**config.mk**
```make
export PLATFORM = sky130hd
export DESIGN_NAME = code_entry_ctrl
export DESIGN_NICKNAME = d
export VERILOG_FILES = /design/src/rtl/code_entry_pkg.sv /design/src/rtl/code_entry_ctrl_match.sv /design/src/rtl/code_entry_ctrl.sv
export SDC_FILE = /design/constraint.sdc
export NUM_CORES = 1
export LEC_CHECK = 0
export BUFFER_PORTS_ARGS = -buffer_cell sky130_fd_sc_hd__buf_4
export CAP_MARGIN = 20
export CORE_MARGIN = 8
export CORE_UTILIZATION = 34
export CTS_CLUSTER_SIZE = 8
export DETAILED_ROUTE_END_ITERATION = 12
export GPL_ROUTABILITY_DRIVEN = 0
export PLACE_DENSITY = 0.54
export SYNTH_ARGS = -nofsm -noshare
export SYNTH_HDL_FRONTEND = slang
export SYNTH_SLANG_ARGS = --single-unit
export TNS_END_PERCENT = 5
```
**constraint.sdc**
```tcl
create_clock -name clk -period 7.9 [get_ports clk]
set_clock_uncertainty 0.2 [all_clocks]
set_input_delay 1.58 -clock clk [delete_from_list [all_inputs] [get_ports clk]]
set_output_delay 1.58 -clock clk [all_outputs]
set_load 0.01 [all_outputs]
```
**src/rtl/code_entry_pkg.sv**
```systemverilog
// code_entry_pkg: shared state type, widths, reset code and BCD check for the access-code controller
package code_entry_pkg;
    typedef enum logic [2:0] {IDLE, ENTRY, CHECK, UNLOCKED, LOCKOUT} state_t;
    localparam int DIGIT_W = 4;
    localparam int DEF_DIGITS = 4;
    localparam int CODE_W = DIGIT_W * DEF_DIGITS;
    localparam logic [CODE_W-1:0] DEF_RESET_CODE = 16'h1234;
    function automatic logic bcd_valid(input logic [DIGIT_W-1:0] d);
        return d <= 4'd9;
    endfunction
endpackage

```
**src/rtl/code_entry_ctrl_match.sv**
```systemverilog
// code_match: combinational equality of the entered code against the stored code
module code_match
    import code_entry_pkg::*;
#(
    parameter int W = CODE_W
) (
    input  logic [W-1:0] a,
    input  logic [W-1:0] b,
    output logic         match
);
    assign match = &(~(a ^ b));
endmodule

```
**src/rtl/code_entry_ctrl.sv**
```systemverilog
// code_entry_ctrl: keypad code entry, registered compare, failed-attempt lockout and code programming
module code_entry_ctrl
    import code_entry_pkg::*;
#(
    parameter int DIGITS = DEF_DIGITS,
    parameter int MAX_TRIES = 3,
    parameter int LOCK_CYCLES = 1000,
    parameter int TIMEOUT_CYCLES = 5000,
    parameter logic [DIGIT_W*DIGITS-1:0] RESET_CODE = DEF_RESET_CODE
) (
    input  logic               clk,
    input  logic               rst_n,
    input  logic               digit_valid,
    input  logic [DIGIT_W-1:0] digit,
    input  logic               enter,
    input  logic               clear,
    input  logic               prog_en,
    output logic               granted,
    output logic               fail,
    output logic               prog_done,
    output logic               unlocked,
    output logic               locked,
    output logic [2:0]         digit_count
);
    localparam int CW = DIGIT_W * DIGITS;
    localparam int TW = $clog2(MAX_TRIES + 1);
    localparam int NW = $clog2((LOCK_CYCLES > TIMEOUT_CYCLES ? LOCK_CYCLES : TIMEOUT_CYCLES) + 1);
    state_t          state, state_n;
    logic [CW-1:0]   entry, entry_n, code_q, code_n, shifted;
    logic [2:0]      count_n;
    logic [TW-1:0]   tries, tries_n;
    logic [NW-1:0]   cnt, cnt_n;
    logic            granted_n, fail_n, prog_n, match, full, take;
    code_match #(.W(CW)) u_match (.a(entry), .b(code_q), .match(match));
    assign full = digit_count == 3'(DIGITS);
    assign take = digit_valid && bcd_valid(digit) && !full;
    assign shifted = {entry[CW-DIGIT_W-1:0], digit};
    always_comb begin
        state_n = state;
        entry_n = entry;
        count_n = digit_count;
        tries_n = tries;
        cnt_n = cnt;
        code_n = code_q;
        granted_n = 1'b0;
        fail_n = 1'b0;
        prog_n = 1'b0;
        case (state)
            IDLE: if (!clear && !enter && take) begin
                entry_n = shifted;
                count_n = digit_count + 3'd1;
                cnt_n = '0;
                state_n = ENTRY;
            end
            ENTRY: if (clear) begin
                entry_n = '0;
                count_n = '0;
                state_n = IDLE;
            end else if (enter) begin
                state_n = CHECK;
            end else if (take) begin
                entry_n = shifted;
                count_n = digit_count + 3'd1;
                cnt_n = '0;
            end else if (cnt == NW'(TIMEOUT_CYCLES - 1)) begin
                entry_n = '0;
                count_n = '0;
                state_n = IDLE;
            end else begin
                cnt_n = cnt + 1'b1;
            end
            CHECK: begin
                entry_n = '0;
                count_n = '0;
                cnt_n = '0;
                granted_n = match && full;
                fail_n = !(match && full);
                tries_n = granted_n ? '0 : tries + 1'b1;
                state_n = granted_n ? UNLOCKED : (tries_n == TW'(MAX_TRIES) ? LOCKOUT : IDLE);
            end
            UNLOCKED: if (clear) begin
                entry_n = '0;
                count_n = '0;
                state_n = IDLE;
            end else if (enter) begin
                entry_n = '0;
                count_n = '0;
                prog_n = prog_en && full;
                code_n = prog_n ? entry : code_q;
            end else if (take) begin
                entry_n = shifted;
                count_n = digit_count + 3'd1;
            end
            LOCKOUT: if (cnt == NW'(LOCK_CYCLES - 1)) begin
                cnt_n = '0;
                tries_n = '0;
                state_n = IDLE;
            end else begin
                cnt_n = cnt + 1'b1;
            end
            default: state_n = IDLE;
        endcase
    end
    always_ff @(posedge clk or negedge rst_n) begin
        if (!rst_n) begin
            state <= IDLE;
            entry <= '0;
            digit_count <= '0;
            tries <= '0;
            cnt <= '0;
            code_q <= RESET_CODE;
            granted <= 1'b0;
            fail <= 1'b0;
            prog_done <= 1'b0;
            unlocked <= 1'b0;
            locked <= 1'b0;
        end else begin
            state <= state_n;
            entry <= entry_n;
            digit_count <= count_n;
            tries <= tries_n;
            cnt <= cnt_n;
            code_q <= code_n;
            granted <= granted_n;
            fail <= fail_n;
            prog_done <= prog_n;
            unlocked <= state_n == UNLOCKED;
            locked <= state_n == LOCKOUT;
        end
    end
endmodule

```
==> flow_metrics.env, run 1 <==
export IMPL_grt_overflow_total=0
export IMPL_cts_tree="built"
export IMPL_crit_start="clear"
export IMPL_fmaxAchievable_mhz=293.0
export IMPL_chipWidth_um=107.6
export IMPL_hpwl_mm=3.982
export IMPL_antenna_violating_nets_post_route=0
export IMPL_number_of_enable_type_register_cells_in_the_synthesized_netlist=0
export IMPL_yosysWarnings=0
export IMPL_cts_root_buf="clkbuf_8"
export IMPL_die_area_sq_mm=0.01158
export IMPL_timing_setup_critical_path_class="input pin to register"
export IMPL_rsz_0062_raised_after_global_routing="false"
export IMPL_post_cts_resize_count=0
export IMPL_synth_seq_area_share=0.5107
export IMPL_grt_pass1_wl_mm=9.742
export IMPL_reg2regPathDepth=5
export IMPL_synth_top_cells_by_area="dfrtp_1, mux2_2, a22o_1"
export IMPL_ys_top_cells_by_count="dfrtp_1, a22o_1, mux2_2"
export IMPL_cp_cell_sequence="buf_4 -> or3_1 -> o41ai_2 -> a211oi_4 -> or3_2 -> a21oi_1"
export IMPL_hold_ws_ns=0.3218
export IMPL_cp_depth=6
export IMPL_final_hold_violation_count=0
export IMPL_row_count=33
export IMPL_worst_slew_pin_slew_ns=0.7501
export IMPL_worst_slew_margin_rel=0.4980
export IMPL_mappedNetlistNets=265
export IMPL_grt_start_max_net_pins=59
export IMPL_cts_reportedPaths_clkPinSlew_ns=0.07
export IMPL_flow_area_growth_from_synthesis_pct=17.27
export IMPL_finalCritPeriodShare=0.4320
export IMPL_drc_errors=0
export IMPL_n_antenna_cell=0
export IMPL_synth_fa_ha_area_frac=0.01315
export IMPL_maxSlewViolCount=0
export IMPL_drt_vias_per_instance=5.208
export IMPL_setup_violations_final=0
export IMPL_timing_critical_path_required_ns=7.97
export IMPL_cts_htree_levels=3
export IMPL_worst_endpoint_arrival_ns=3.48
export IMPL_syn_area_sq_mm=0.002854
export IMPL_syn_area_per_cell_sq_um=11.33
export IMPL_synth_cell_types=56
export IMPL_dominant_cell_by_count_in_the_synthesized_netlist="dfrtp_1"
export IMPL_clock_insertion_delay_worst_skew_ns=0.35
export IMPL_cp_top_family="simple AND/OR/NAND/NOR gates"
export IMPL_multiInputGateArea_sq_mm=0.001340
export IMPL_postCtsSetupBuffers=0
export IMPL_clock_sink_count=58
export IMPL_synth_xor_xnor_area_share=0.04910
export IMPL_final_net_count=288
export IMPL_layout_drive_gt1_share=0.2857
export IMPL_synth_top_family_by_area="compound AO/OA/AOI/OAI gates"
export IMPL_asr_flop_ratio_synth=1.000
export IMPL_floorplan_die_height_um=107.6
export IMPL_dominantRegCellSynth="dfrtp_1"
export IMPL_worstReg2RegStart="cnt[3]$_DFFE_PN0P_"
export IMPL_synth_mux_area_fraction=0.06708
export IMPL_route_detailed_wl_per_inst_um=15.45
export IMPL_startpoint_kind_of_the_worst_setup_timing_path="input pin"
export IMPL_critPathCapture="cnt[10]$_DFFE_PN0P_"
export IMPL_placement_io_buffers=17
export IMPL_first_global_vias=1915
export IMPL_gr_usage_all_layers=0.1092
export IMPL_routed_via_count=2005
export IMPL_regToRegSetupSlack_ns=4.92
export IMPL_status="finished, final reports clean"
export IMPL_synth_area_leader_cell="dfrtp_1"
export IMPL_p_leak_nw=1.526
export IMPL_cts_root_to_sink_buffers=2
export IMPL_critPathSlowestCell="o41ai_2"
export IMPL_postCtsHoldBufs=0
export IMPL_post_synth_top_area_fraction=0.4647
export IMPL_synth_simple_area_share=0.1688
export IMPL_timing_hold_worst_class="register to register"
export IMPL_finalCriticalPeriod_ns=3.413
export IMPL_number_of_buffers_and_inverters_on_the_critical_path=1
export IMPL_totalWireLength_mm=5.950
export IMPL_synth_seq_cells=58
export IMPL_detail_route_first_pass_iterations=5
export IMPL_setup_tns_ns=0
export IMPL_critical_path_reg2reg_endpoint="cnt[3]$_DFFE_PN0P_"
export IMPL_floorplan_initialDensity=0.3491
export IMPL_coreArea_sq_mm=0.008175
export IMPL_path_max_fanout=14
export IMPL_worst_path_largest_cell_delay_ns=0.55
export IMPL_top_level_ports=18
export IMPL_final_fill_count=776
export IMPL_final_seq_area_sq_mm=0.001458
export IMPL_end_kind="register"
export IMPL_antenna_found_initial=0
export IMPL_synth_compound_area_frac=0.1692
export IMPL_ir_worst_vdd_v=0.0001091
export IMPL_cts_inserted_buffers=9
export IMPL_cap_violations=0
export IMPL_power_density_mw_per_mm2=252.8
export IMPL_syn_inst=252
export IMPL_initialDrtViolationCount=81
[layout make-up]
cell class	count	area share
Multi-Input combinational cell	180	0.4004
Clock buffer	9	0.03701
Inverter	7	0.007850
Tap cell	105	0.03925
Timing Repair Buffer	19	0.04262
Sequential cell	58	0.4355
Clock inverter	7	0.03738
[per-stage QoR]
stage	power [mW]	std cells	setup slack, ns	util	cell area [sq um]
finish	0.8461	385	4.487	0.4094	3347
global route	0.8966	385	4.382	0.4094	3347
CTS	0.8585	385	4.478	0.4094	3347
detailed placement	0.5124	369	4.111	0.3789	3098
global placement	0.5098	369	4.100	0.3789	3098
floorplan	0.4587	252	4.344	-	2854
[sequential cells by signal (all words and copies together) (netlist names)]
name         count
cnt             13
code_q          16
digit_count      3
entry           16
fail             1
granted          1
locked           1
prog_done        1
state            3
tries            2
unlocked         1
[kinds of logic after synthesis]
group | count (synthesis)
simple gates | 82
buf+inv | 14
mux | 17
fa+ha+maj | 3
xor+xnor | 16
flops | 58
compound gates | 62
[report_power, final]
part / switching, mW / leakage, nW / total (mW) / internal [mW]
registers: 0.0390 / 0.780 / 0.366 / 0.327
logic: 0.0694 / 0.622 / 0.139 / 0.0695
clock network: 0.128 / 0.124 / 0.341 / 0.213
[layer usage]
metal,vias up,wire [um],GRT usage
li1,986,-,-
met2,38,2658,0.1544
met5,-,0,0
met3,14,298,0.03832
met4,0,142,0.05748
met1,967,2851,0.1428
[layout by cell type (no fill, tap or decap), types with 5 or more instances in the layout]
cell type and instances:
a21oi_1 7, nand3_1 7, clkbuf_8 9, dfrtp_1 53, nand2_1 13, xnor2_1 8, nor4_1 5, buf_4 19
xor2_1 8, mux2_2 17, nor3_1 5, inv_1 7, a22o_1 21, dfstp_2 5, o21ai_0 10, nor2_1 14
[worst min-delay path by stage]
stage / from / end / cells past startpoint / slack (ns)
final: tries[0]$_DFFE_PN0P_ / tries[0]$_DFFE_PN0P_ / 1 / 0.32
after global routing: code_q[8]$_DFFE_PN0P_ / code_q[8]$_DFFE_PN0P_ / 1 / 0.35
after CTS: tries[0]$_DFFE_PN0P_ / tries[0]$_DFFE_PN0P_ / 1 / 0.32
after detailed placement: tries[0]$_DFFE_PN0P_ / tries[0]$_DFFE_PN0P_ / 1 / 0.31
after global placement: tries[0]$_DFFE_PN0P_ / tries[0]$_DFFE_PN0P_ / 1 / 0.29
after floorplan: tries[0]$_DFFE_PN0P_ / tries[0]$_DFFE_PN0P_ / 1 / 0.26
Power figures use the tool's default switching activity.
==> run 2, diff against run 1 <==
==> constraint.sdc (replaced) <==
create_clock -name clk -period 3.3 [get_ports clk]
set_clock_uncertainty 0.2 [all_clocks]
set_input_delay 0.66 -clock clk [delete_from_list [all_inputs] [get_ports clk]]
set_output_delay 0.66 -clock clk [all_outputs]
set_load 0.01 [all_outputs]
==> run 2 against run 1 <==
- flip-flop and latch count is the same
- combinational power increased by 140%
- count of clock-buffer cells in the layout grew 1
- total power up 130%
- sequential power up 140%
- register-to-register slack worse by 4.6 ns
- design area shrank 0.41%
- clock power grew 120%
- critical path depth down 1
- sequential share of layout area rose by 0.18 points
- critical path type is now register to register
==> flow_metrics.env, run 2 (synthesis gave the netlist of run 1 again) <==
export IMPL_flow_area_growth_from_synthesis_pct=16.79
export IMPL_cts_inserted_buffers=9
export IMPL_worst_slew_margin_rel=0.5145
export IMPL_regToRegSetupSlack_ns=0.36
export IMPL_dpl_cell_count=370
export IMPL_groute_layer_met3_usage=0.03892
export IMPL_top_level_ports=18
export IMPL_antenna_violating_nets_post_route=0
export IMPL_hpwl_mm=4.002
export IMPL_antenna_found_initial=0
export IMPL_maxSlewViolCount=0
export IMPL_fmaxAchievable_mhz=340.2
export IMPL_initialDrtViolationCount=78
export IMPL_cell_internal_pwr_mw=1.398
export IMPL_timing_setup_critical_path_class="register to register"
export IMPL_worst_endpoint_arrival_ns=2.96
export IMPL_clock_share_of_power=0.380
export IMPL_finalCriticalPeriod_ns=2.940
export IMPL_cts_root_to_sink_buffers=2
export IMPL_final_net_count=289
export IMPL_chipWidth_um=107.6
export IMPL_route_detailed_wl_per_inst_um=15.06
export IMPL_multiInputGateArea_sq_mm=0.001340
export IMPL_final_seq_area_sq_mm=0.001458
export IMPL_clock_insertion_delay_worst_skew_ns=0.33
export IMPL_grt_pass1_wl_mm=9.591
export IMPL_end_kind="register"
export IMPL_clock_sink_count=58
export IMPL_power_sequential_fraction=0.448
export IMPL_totalWireLength_mm=5.814
export IMPL_post_cts_resize_count=0
export IMPL_timing_hold_worst_class="input pin to asynchronous set/reset pin"
export IMPL_final_fill_count=790
export IMPL_power_share_of_the_combinational_group=0.172
export IMPL_die_area_sq_mm=0.01158
export IMPL_n_antenna_cell=0
export IMPL_globalRouteMet1Util=0.1273
export IMPL_setup_violations_final=0
export IMPL_switching_power_uw=549.5
export IMPL_drc_errors=0
export IMPL_status="finished, final reports clean"
export IMPL_finalCritPeriodShare=0.8909
export IMPL_cts_root_buf="clkbuf_8"
export IMPL_timing_critical_path_required_ns=3.32
export IMPL_drt_vias_per_instance=5.192
export IMPL_grt_start_max_net_pins=59
export IMPL_grt_use_met2=0.1623
export IMPL_detail_route_first_pass_iterations=4
export IMPL_rsz_0062_raised_after_global_routing="false"
export IMPL_coreArea_sq_mm=0.008175
export IMPL_first_global_vias=1959
export IMPL_cap_violations=0
export IMPL_cts_htree_levels=3
export IMPL_startpoint_kind_of_the_worst_setup_timing_path="register"
export IMPL_postCtsHoldBufs=0
export IMPL_top_library_cells_by_usage_in_the_layout_fill_and_taps_aside="dfrtp_1, a22o_1, buf_4"
export IMPL_global_route_peak_usage_layer="met2"
export IMPL_cts_tree="built"
export IMPL_p_leak_nw=1.519
export IMPL_routed_via_count=2004
export IMPL_floorplan_initialDensity=0.3491
export IMPL_worst_slew_pin_slew_ns=0.7282
export IMPL_grt_overflow_total=0
export IMPL_setup_tns_ns=0
export IMPL_cts_reportedPaths_clkPinSlew_ns=0.07
export IMPL_path_max_fanout=14
export IMPL_postCtsSetupBuffers=0
export IMPL_layout_drive_gt1_share=0.2883
export IMPL_row_count=33
export IMPL_stdcell_count=386
export IMPL_power_density_mw_per_mm2=584.3
export IMPL_largestRegisters="code_q: 16 flops, entry: 16 flops, cnt: 13 flops"
export IMPL_most_frequent_standard_cell_in_the_layout_excluding_fill_and_tap_cells="dfrtp_1"
export IMPL_floorplan_die_height_um=107.6
export IMPL_netSwitchingFraction=0.2822
export IMPL_ir_worst_vdd_v=0.0002509
export IMPL_placement_io_buffers=17
export IMPL_gr_usage_all_layers=0.1055
export IMPL_final_hold_violation_count=0
-- run 2: path summary, 6_finish.rpt --
kind | from | end | cells after the start
worst max-delay path | cnt[3]$_DFFE_PN0P_ | cnt[3]$_DFFE_PN0P_ | 5
worst min-delay path | rst_n | unlocked$_DFF_PN0_ | 1
worst max register to register | cnt[3]$_DFFE_PN0P_ | cnt[3]$_DFFE_PN0P_ | 5
worst min register to register | tries[0]$_DFFE_PN0P_ | tries[0]$_DFFE_PN0P_ | 1
max in group asynchronous | rst_n | cnt[5]$_DFFE_PN0P_ | 1
min in group clk | tries[0]$_DFFE_PN0P_ | tries[0]$_DFFE_PN0P_ | 1
-- run 2: critical path, cell delays in order (launching register included) --
cell and delay, ns:
dfrtp_1 0.44, or4_4 0.57, or4b_4 0.60, a211oi_4 0.53, nor2_2 0.17, a221o_1 0.32
-- run 2: power by group through the flow --
| stage | Combinational (mW) | Sequential, mW | Clock, mW |
|---|---|---|---|
| 2_1_floorplan | 0.230 | 0.868 | 0 |
| 3_3_place_gp | 0.337 | 0.884 | 0 |
| 3_5_place_dp | 0.342 | 0.885 | 0 |
| 4_1_cts | 0.343 | 0.872 | 0.763 |
| 5_1_grt | 0.376 | 0.886 | 0.795 |
| 6_report | 0.336 | 0.873 | 0.739 |
-- run 2: through the flow --
step	instance area (sq um)	util	setup slack, ns	power, mW	hold WS, ns
6_report	3333	0.4077	0.3602	1.947	0.1822
5_1_grt	3333	0.4077	0.2111	2.057	0.2288
4_1_cts	3333	0.4077	0.3604	1.978	0.2202
3_5_place_dp	3105	0.3799	0.3617	1.227	0.3066
3_3_place_gp	3105	0.3799	0.4053	1.221	0.2864
2_1_floorplan	2854	-	0.6640	1.098	0.1644
-- run 2: layout make-up --
| cell class | count | share of cell area |
|---|---|---|
| Tap cell | 105 | 0.03941 |
| Sequential cell | 58 | 0.4373 |
| Multi-Input combinational cell | 180 | 0.4020 |
| Timing Repair Buffer | 20 | 0.04505 |
| Clock buffer | 10 | 0.04129 |
| Clock inverter | 6 | 0.02703 |
| Inverter | 7 | 0.007883 |
-- run 2: layer usage --
metal  wire length, um  up-vias
li1                  -      989
met2              2679       23
met1              2770      981
met3               275       11
met5                 0        -
met4                89        0
